[config.mk]
export PLATFORM = sky130hd
export DESIGN_NAME = idli_fetch_m
export DESIGN_NICKNAME = d
export VERILOG_FILES = /design/src/rtl/idli_pkg.sv /design/src/rtl/idli_fetch_m.sv
export SDC_FILE = /design/constraint.sdc
export NUM_CORES = 1
export LEC_CHECK = 0
export BUFFER_PORTS_ARGS = -buffer_cell sky130_fd_sc_hd__buf_2
export CELL_PAD_IN_SITES_DETAIL_PLACEMENT = 0
export CELL_PAD_IN_SITES_GLOBAL_PLACEMENT = 1
export CORE_ASPECT_RATIO = 0.6
export CORE_UTILIZATION = 42
export DETAILED_ROUTE_END_ITERATION = 8
export PLACE_DENSITY = 0.85
export SETUP_SLACK_MARGIN = 0.4
export SLEW_MARGIN = 15
export SYNTH_ARGS = -nofsm -noshare
export SYNTH_HDL_FRONTEND = slang
export SYNTH_SLANG_ARGS = --single-unit
[constraint.sdc]
create_clock -name i_fch_gck -period 2.88 [get_ports i_fch_gck]
set_input_delay 0.288 -clock i_fch_gck [delete_from_list [all_inputs] [get_ports i_fch_gck]]
set_output_delay 0.288 -clock i_fch_gck [all_outputs]
set_load 0.005 [all_outputs]
[src/rtl/idli_pkg.sv]
// Shared types and constants for the idli core: SQI bus nibble type, fetch
// state encoding, SRAM command/phase lengths and the fetch address-nibble helper.
package idli_pkg;

  typedef logic [3:0] sqi_data_t;

  typedef enum logic [2:0] {
    FCH_IDLE,
    FCH_CMD,
    FCH_ADDR,
    FCH_DUMMY,
    FCH_DATA
  } fch_state_t;

  localparam logic [7:0] SQI_CMD_READ      = 8'h03;
  localparam int         SQI_CMD_NIBBLES   = 2;
  localparam int         SQI_ADDR_NIBBLES  = 6;
  localparam int         SQI_DUMMY_NIBBLES = 2;

  // Byte address {7'b0, pc, 1'b0}; idx 0 selects bits [23:20].
  function automatic sqi_data_t sqi_addr_nibble(input logic [15:0] pc,
                                                input logic [2:0]  idx);
    logic [23:0] addr;
    addr = {7'b0, pc, 1'b0};
    case (idx)
      3'd0:    return addr[23:20];
      3'd1:    return addr[19:16];
      3'd2:    return addr[15:12];
      3'd3:    return addr[11:8];
      3'd4:    return addr[7:4];
      default: return addr[3:0];
    endcase
  endfunction

endpackage

[src/rtl/idli_fetch_m.sv]
// Instruction fetch front-end: issues an SQI sequential read at the PC and streams
// returned nibbles to the decoder. Define IDLI_FCH_DBG_PC_EN to expose o_fch_dbg_pc.
module idli_fetch_m
  import idli_pkg::*;
(
  input  logic        i_fch_gck,
  input  logic        i_fch_rst_n,
  input  logic        i_fch_run,
  input  logic        i_fch_redirect,
  input  logic [15:0] i_fch_redirect_pc,
  output logic        o_fch_sqi_cs_n,
  output logic        o_fch_sqi_oe,
  output sqi_data_t   o_fch_sqi_data,
  input  sqi_data_t   i_fch_sqi_data,
  output sqi_data_t   o_fch_enc,
  output logic        o_fch_enc_vld
`ifdef IDLI_FCH_DBG_PC_EN
  ,
  output logic [15:0] o_fch_dbg_pc
`endif
);

  localparam logic [2:0] CMD_LAST   = 3'(SQI_CMD_NIBBLES - 1);
  localparam logic [2:0] ADDR_LAST  = 3'(SQI_ADDR_NIBBLES - 1);
  localparam logic [2:0] DUMMY_LAST = 3'(SQI_DUMMY_NIBBLES - 1);
  localparam logic [2:0] WORD_LAST  = 3'd3;

  fch_state_t  state;
  logic [2:0]  cnt;
  logic [15:0] pc;

  // Outputs are loaded on the same edge that enters the state/count they belong to.
  always_ff @(posedge i_fch_gck or negedge i_fch_rst_n) begin
    if (!i_fch_rst_n) begin
      state          <= FCH_IDLE;
      cnt            <= '0;
      pc             <= '0;
      o_fch_sqi_cs_n <= 1'b1;
      o_fch_sqi_oe   <= 1'b0;
      o_fch_sqi_data <= '0;
      o_fch_enc      <= '0;
      o_fch_enc_vld  <= 1'b0;
    end else if (i_fch_redirect) begin
      state          <= FCH_IDLE;
      cnt            <= '0;
      pc             <= i_fch_redirect_pc;
      o_fch_sqi_cs_n <= 1'b1;
      o_fch_sqi_oe   <= 1'b0;
      o_fch_sqi_data <= '0;
      o_fch_enc_vld  <= 1'b0;
    end else begin
      o_fch_enc_vld <= (state == FCH_DATA);
      if (state == FCH_DATA) begin
        o_fch_enc <= i_fch_sqi_data;
      end
      case (state)
        FCH_IDLE: begin
          if (i_fch_run) begin
            state          <= FCH_CMD;
            cnt            <= '0;
            o_fch_sqi_cs_n <= 1'b0;
            o_fch_sqi_oe   <= 1'b1;
            o_fch_sqi_data <= SQI_CMD_READ[7:4];
          end
        end
        FCH_CMD: begin
          if (cnt == CMD_LAST) begin
            state          <= FCH_ADDR;
            cnt            <= '0;
            o_fch_sqi_data <= sqi_addr_nibble(pc, 3'd0);
          end else begin
            cnt            <= cnt + 3'd1;
            o_fch_sqi_data <= SQI_CMD_READ[3:0];
          end
        end
        FCH_ADDR: begin
          if (cnt == ADDR_LAST) begin
            state          <= FCH_DUMMY;
            cnt            <= '0;
            o_fch_sqi_oe   <= 1'b0;
            o_fch_sqi_data <= '0;
          end else begin
            cnt            <= cnt + 3'd1;
            o_fch_sqi_data <= sqi_addr_nibble(pc, cnt + 3'd1);
          end
        end
        FCH_DUMMY: begin
          if (cnt == DUMMY_LAST) begin
            state <= FCH_DATA;
            cnt   <= '0;
          end else begin
            cnt <= cnt + 3'd1;
          end
        end
        FCH_DATA: begin
          // The SRAM's own sequential counter tracks this PC, wrapping identically.
          if (cnt == WORD_LAST) begin
            cnt <= '0;
            pc  <= pc + 16'd1;
          end else begin
            cnt <= cnt + 3'd1;
          end
        end
        default: begin
          state          <= FCH_IDLE;
          cnt            <= '0;
          o_fch_sqi_cs_n <= 1'b1;
          o_fch_sqi_oe   <= 1'b0;
          o_fch_sqi_data <= '0;
        end
      endcase
    end
  end

`ifdef IDLI_FCH_DBG_PC_EN
  always_ff @(posedge i_fch_gck or negedge i_fch_rst_n) begin
    if (!i_fch_rst_n) begin
      o_fch_dbg_pc <= '0;
    end else if (!i_fch_redirect && state == FCH_DATA && cnt == 3'd0) begin
      o_fch_dbg_pc <= pc;
    end
  end
`endif

endmodule

Word-level counts from Yosys, hierarchy flattened --
Index checks and enable logic that the tools add are counted.
Storage, ports and cells: bits in registers 33, latch bits 0, RAM bits 0, memory bits (read-only) 0, input bits 24, output and inout port bits 11, word-level logic and storage cells 73, memories kept 0
Cells by class: $add $sub $neg 2, multipliers 0, div/mod/pow operators 0, $lt $le $gt $ge 0, equal/unequal tests 19, shifts and indexed selects 0, mux-type cells 29, bitwise gates (word level) 1, reduce and logical (&&, ||, !) cells 14
Operator list (number):
- $mux W16 | 3
- $mux W3 | 10
- $pmux W4 S5 | 1
- $add A16 B1 Y16 const B | 1
- $pmux W4 S4 | 1
- $eq A3 B2 Y1 const B | 5
- $pmux W3 S5 | 1
- $mux W4 | 3
- $ne A3 B3 Y1 const B | 4
- $pmux W3 S4 | 1
- $eq A3 B1 Y1 const B | 3
- $eq A3 B3 Y1 const B | 3
- $reduce_and A2 Y1 | 4
- $logic_not A3 Y1 | 2
- $mux W1 | 6
- $ne A2 B1 Y1 const B | 3
- $reduce_and A5 Y1 | 1
- $reduce_bool A2 Y1 | 2
- $reduce_or A2 Y1 | 2
- $reduce_or A4 Y1 | 1
- $add A3 B1 Y3 const B | 1
- $pmux W1 S3 | 1
- $reduce_and A3 Y1 | 1
- $reduce_or A3 Y1 | 1
- 4 further kinds | 4

Depth between registers and ports, before layout --
depth after elaboration 6, gate-level depth with buffers 7, mapped depth without buffers 6

Least setup slack after synthesis --
OpenSTA, ideal clock, no wires.
path kind reg2reg, start point register cnt[0], end point register pc[14], library setup time 0.082 ns, arrival time 1.930 ns, data required time 2.798 ns, setup slack 0.868 ns, stages on the path, launching flop included 8, buffers on the path 1, period minus slack after synthesis 2.012 ns, cell sequence dfrtp_1 > ha_1 > ha_1 > nand4bb_1 > buf_2 > or4_4 > or3_1 > a31oi_1
Between the ends: cells in the longest elaborated chain, start to end 3
RTL lines:
- start: declaration | RTL line idli_fetch_m.sv:29 | logic [2:0] cnt;
- start signal: assignment | RTL line idli_fetch_m.sv:72 | cnt <= cnt + 3'd1;
- start signal: assignment | RTL line idli_fetch_m.sv:83 | cnt <= cnt + 3'd1;
- start signal: assignment | RTL line idli_fetch_m.sv:92 | cnt <= cnt + 3'd1;
- $eq A3 B2 Y1 | RTL line idli_fetch_m.sv:97 | if (cnt == WORD_LAST) begin
- $reduce_bool A2 Y1 (no line)
- $reduce_and A2 Y1 (no line)
- end signal: assignment | RTL line idli_fetch_m.sv:46 | pc <= i_fch_redirect_pc;
- end signal: assignment | RTL line idli_fetch_m.sv:99 | pc <= pc + 16'd1;
- end: declaration | RTL line idli_fetch_m.sv:30 | logic [15:0] pc;
Every way passes these cells. A chain may end at the register's enable or synchronous reset.

Worst setup path after layout --
Ends and elaborated chain as after synthesis.

==> summary.txt <==
Req. time, crit path -> 3.09 ns
critical path's slowest cell -> or4_4
layout cells sized above 1 -> 22.04%
setup TNS -> 0 ns
chip height -> 54.98 um
Setup CP Type -> reg -> reg
crit path max fanout -> 8
H-tree depth reported by CTS -> 2
vias in the first global route -> 1,432
most frequent cells in the layout -> 34 x buf_2, 32 x dfrtp_1, 25 x nand2_1
final WL -> 4356 um
TritonCTS clock tree -> yes
Post-DP HPWL -> 3147 um
CTS root buf -> clkbuf_8
CTS Buf Count -> 5
Setup violations, final -> 0
Tot GR Track Use -> 19.37%
post-CTS setup buffers -> 0
Tightest Hold Check Type -> in -> async
Final min period -> 2.416 ns
DRC Markers -> 0
FF+latch count, synth -> 33
Area Growth Syn to Fin -> 14.97%
Setup Skew -> 0.004844 ns
switching portion of total power -> 29.91%
fin util -> 52.50%
initial core utilization -> 45.67%
share of power burned in registers -> 51.1%
IO Count -> 35
# rows -> 18
Internal -> 754.2 uW
GRT overflow -> 0
Max stage delay on crit path -> 0.55 ns
register clock-pin slew on the reported worst setup and hold paths -> 0.07 ns
Critical Path End Type -> flip-flop
Psw -> 321.9 uW
Max Buffers Root-to-Sink -> 2
Final Wtd Congestion -> 0.8168
worst path bufs/invs -> 0
Power Density -> 476.5 mW/mm^2
worst vdd ir -> 0.2219 mV
final hold slack -> 0.06409 ns
synthesized area per cell -> 9.222 um^2
RSZ-0062 raised after global routing -> true
drt via density -> 5.341
cell family with most CP delay -> simple AND/OR/NAND/NOR gates
Clk pwr share -> 31.7%
Final nets -> 277
sequential fraction of the synthesis area -> 42.10%
CP dominant cell by count -> ha_1
Critical Path AT -> 2.62 ns
post-route ant nets -> 0
pin count of the biggest net entering global routing -> 34
Core ar. -> 0.004302 mm^2
period utilisation layout -> 83.88%
Main synth FF type -> dfrtp_1
max-slew violation count -> 0
Post-CTS Hold Buffers -> 0
Logic pwr share -> 17.2%
initial antenna violation count -> 0
outcome -> finished, final reports clean
fmax -> 413.9 MHz
crit path cell chain -> ha_1 > ha_1 > nand4bb_1 > or4_4 > or3_1 > a31oi_1
Max-Cap Viols -> 0
critical path launch point type -> flip-flop
Synth cell types -> 49
Avg WL per Cell -> 14.28 um
relative slew slack -> 50.44%
die boundary width -> 90.29 um
Final Hold Vio Count -> 0
worst-skew pair later-pin latency -> 0.29 ns
Synth warnings -> 0
drt first pass iters -> 4
Clock Sinks -> 33
commonest non-fill, non-tap cell in the layout -> buf_2
first-pass GRT wire length -> 7169 um
post-synthesis instance total -> 213
die area -> 0.004964 mm^2
initial detailed-routing violation count -> 106
Pleak -> 0.0009885 uW
synthesized area -> 0.001964 mm^2
asr flop ratio synth -> 100.0%
Post-synth EDFFs -> 0
DR vias -> 1,629
Syn Nets -> 246
Worst Tran Pin Value -> 0.7435 ns
antenna cells -> 0
Port Buffers -> 34
[worst register-to-register path, delay by kind of cell, from the launching register on]
family	cells	cell delay, ns
and+or+nand+nor	3	1.28
adders and majority gates	2	0.48
DFF	1	0.42
AOI/OAI and AO/OA	1	0.16
[cells by family after synthesis]
family	synth area share [%]
xor gates and xnor gates	4.458
AOI/OAI and AO/OA	16.31
and+or+nand+nor	22.67
muxes	3.885
adders and majority gates	5.733
buffers and inverters	4.840
DFF	42.10
[through the flow]
step | setup slack, ns | power (uW) | instances | instance area [um^2]
4_1_cts | 0.5193 | 1088 | 305 | 2250
6_report | 0.4641 | 1076 | 305 | 2258
2_1_floorplan | 0.8680 | 671.5 | 213 | 1964
3_5_place_dp | 0.5748 | 742.5 | 297 | 2167
5_1_grt | 0.3879 | 1140 | 305 | 2258
3_3_place_gp | 0.6350 | 742.3 | 297 | 2167
[final timing paths]
check / cells past startpoint / endpoint / slack [ns] / startpoint
max in group asynchronous: 1 / state[0] / 2.35 / i_fch_rst_n
min in group i_fch_gck: 3 / pc[4] / 0.20 / i_fch_redirect_pc[4]
max reg2reg: 6 / pc[14] / 0.46 / cnt[0]
min: 1 / pc[15] / 0.06 / i_fch_rst_n
min reg2reg: 1 / o_fch_sqi_data[2] / 0.50 / o_fch_sqi_data[2]
max: 6 / pc[14] / 0.46 / cnt[0]
[power groups by stage]
| stage | clock, uW | sequential, uW | combinational [uW] |
|---|---|---|---|
| 6_report | 341 | 550 | 185 |
| 3_5_place_dp | 0 | 557 | 185 |
| 5_1_grt | 373 | 556 | 211 |
| 2_1_floorplan | 0 | 543 | 128 |
| 3_3_place_gp | 0 | 557 | 185 |
| 4_1_cts | 353 | 549 | 187 |
[routing by layer]
| metal | GRT usage [%] | share of wire [%] |
|---|---|---|
| met5 | 0 | 0 |
| met4 | 6.452 | 1.1 |
| met3 | 5.055 | 6.2 |
| met2 | 25.06 | 36 |
| met1 | 30.24 | 57 |
[cell type report]
type | instances | area, um^2
Clock buffer | 6 | 72.57
Tap cell | 60 | 75.07
Timing Repair Buffer | 35 | 177.7
Fill cell | 425 | 2043
Sequential cell | 33 | 827.0
Multi-Input combinational cell | 157 | 1051
Clock inverter | 2 | 10.01
Inverter | 12 | 45.04
[registers in the layout, indices dropped and copies added (netlist names)]
register and count:
o_fch_enc_vld 1, pc 16, o_fch_sqi_data 4, cnt 3, o_fch_sqi_oe 1, o_fch_sqi_cs_n 1
o_fch_enc 4, state 3
[Yosys cell counts, types with 5 or more instances]
cell type,n,area (um^2)
nand4_1,5,31.28
inv_1,12,45.04
nor3_1,7,35.03
a21oi_1,9,45.04
ha_1,9,112.6
clkbuf_1,9,33.78
nor2b_1,5,31.28
nor2_1,12,45.04
xnor2_1,6,52.55
mux2_2,5,56.30
o21ai_0,17,85.08
dfrtp_1,32,800.8
nand2_1,25,93.84
nand3_1,7,35.03
[timing repair]
item	4_1_cts	5_1_grt
endpoints found under the setup margin	0	1
resized for setup	0	1
endpoints found under the hold margin	0	0
(Power assumes the default switching activity.)
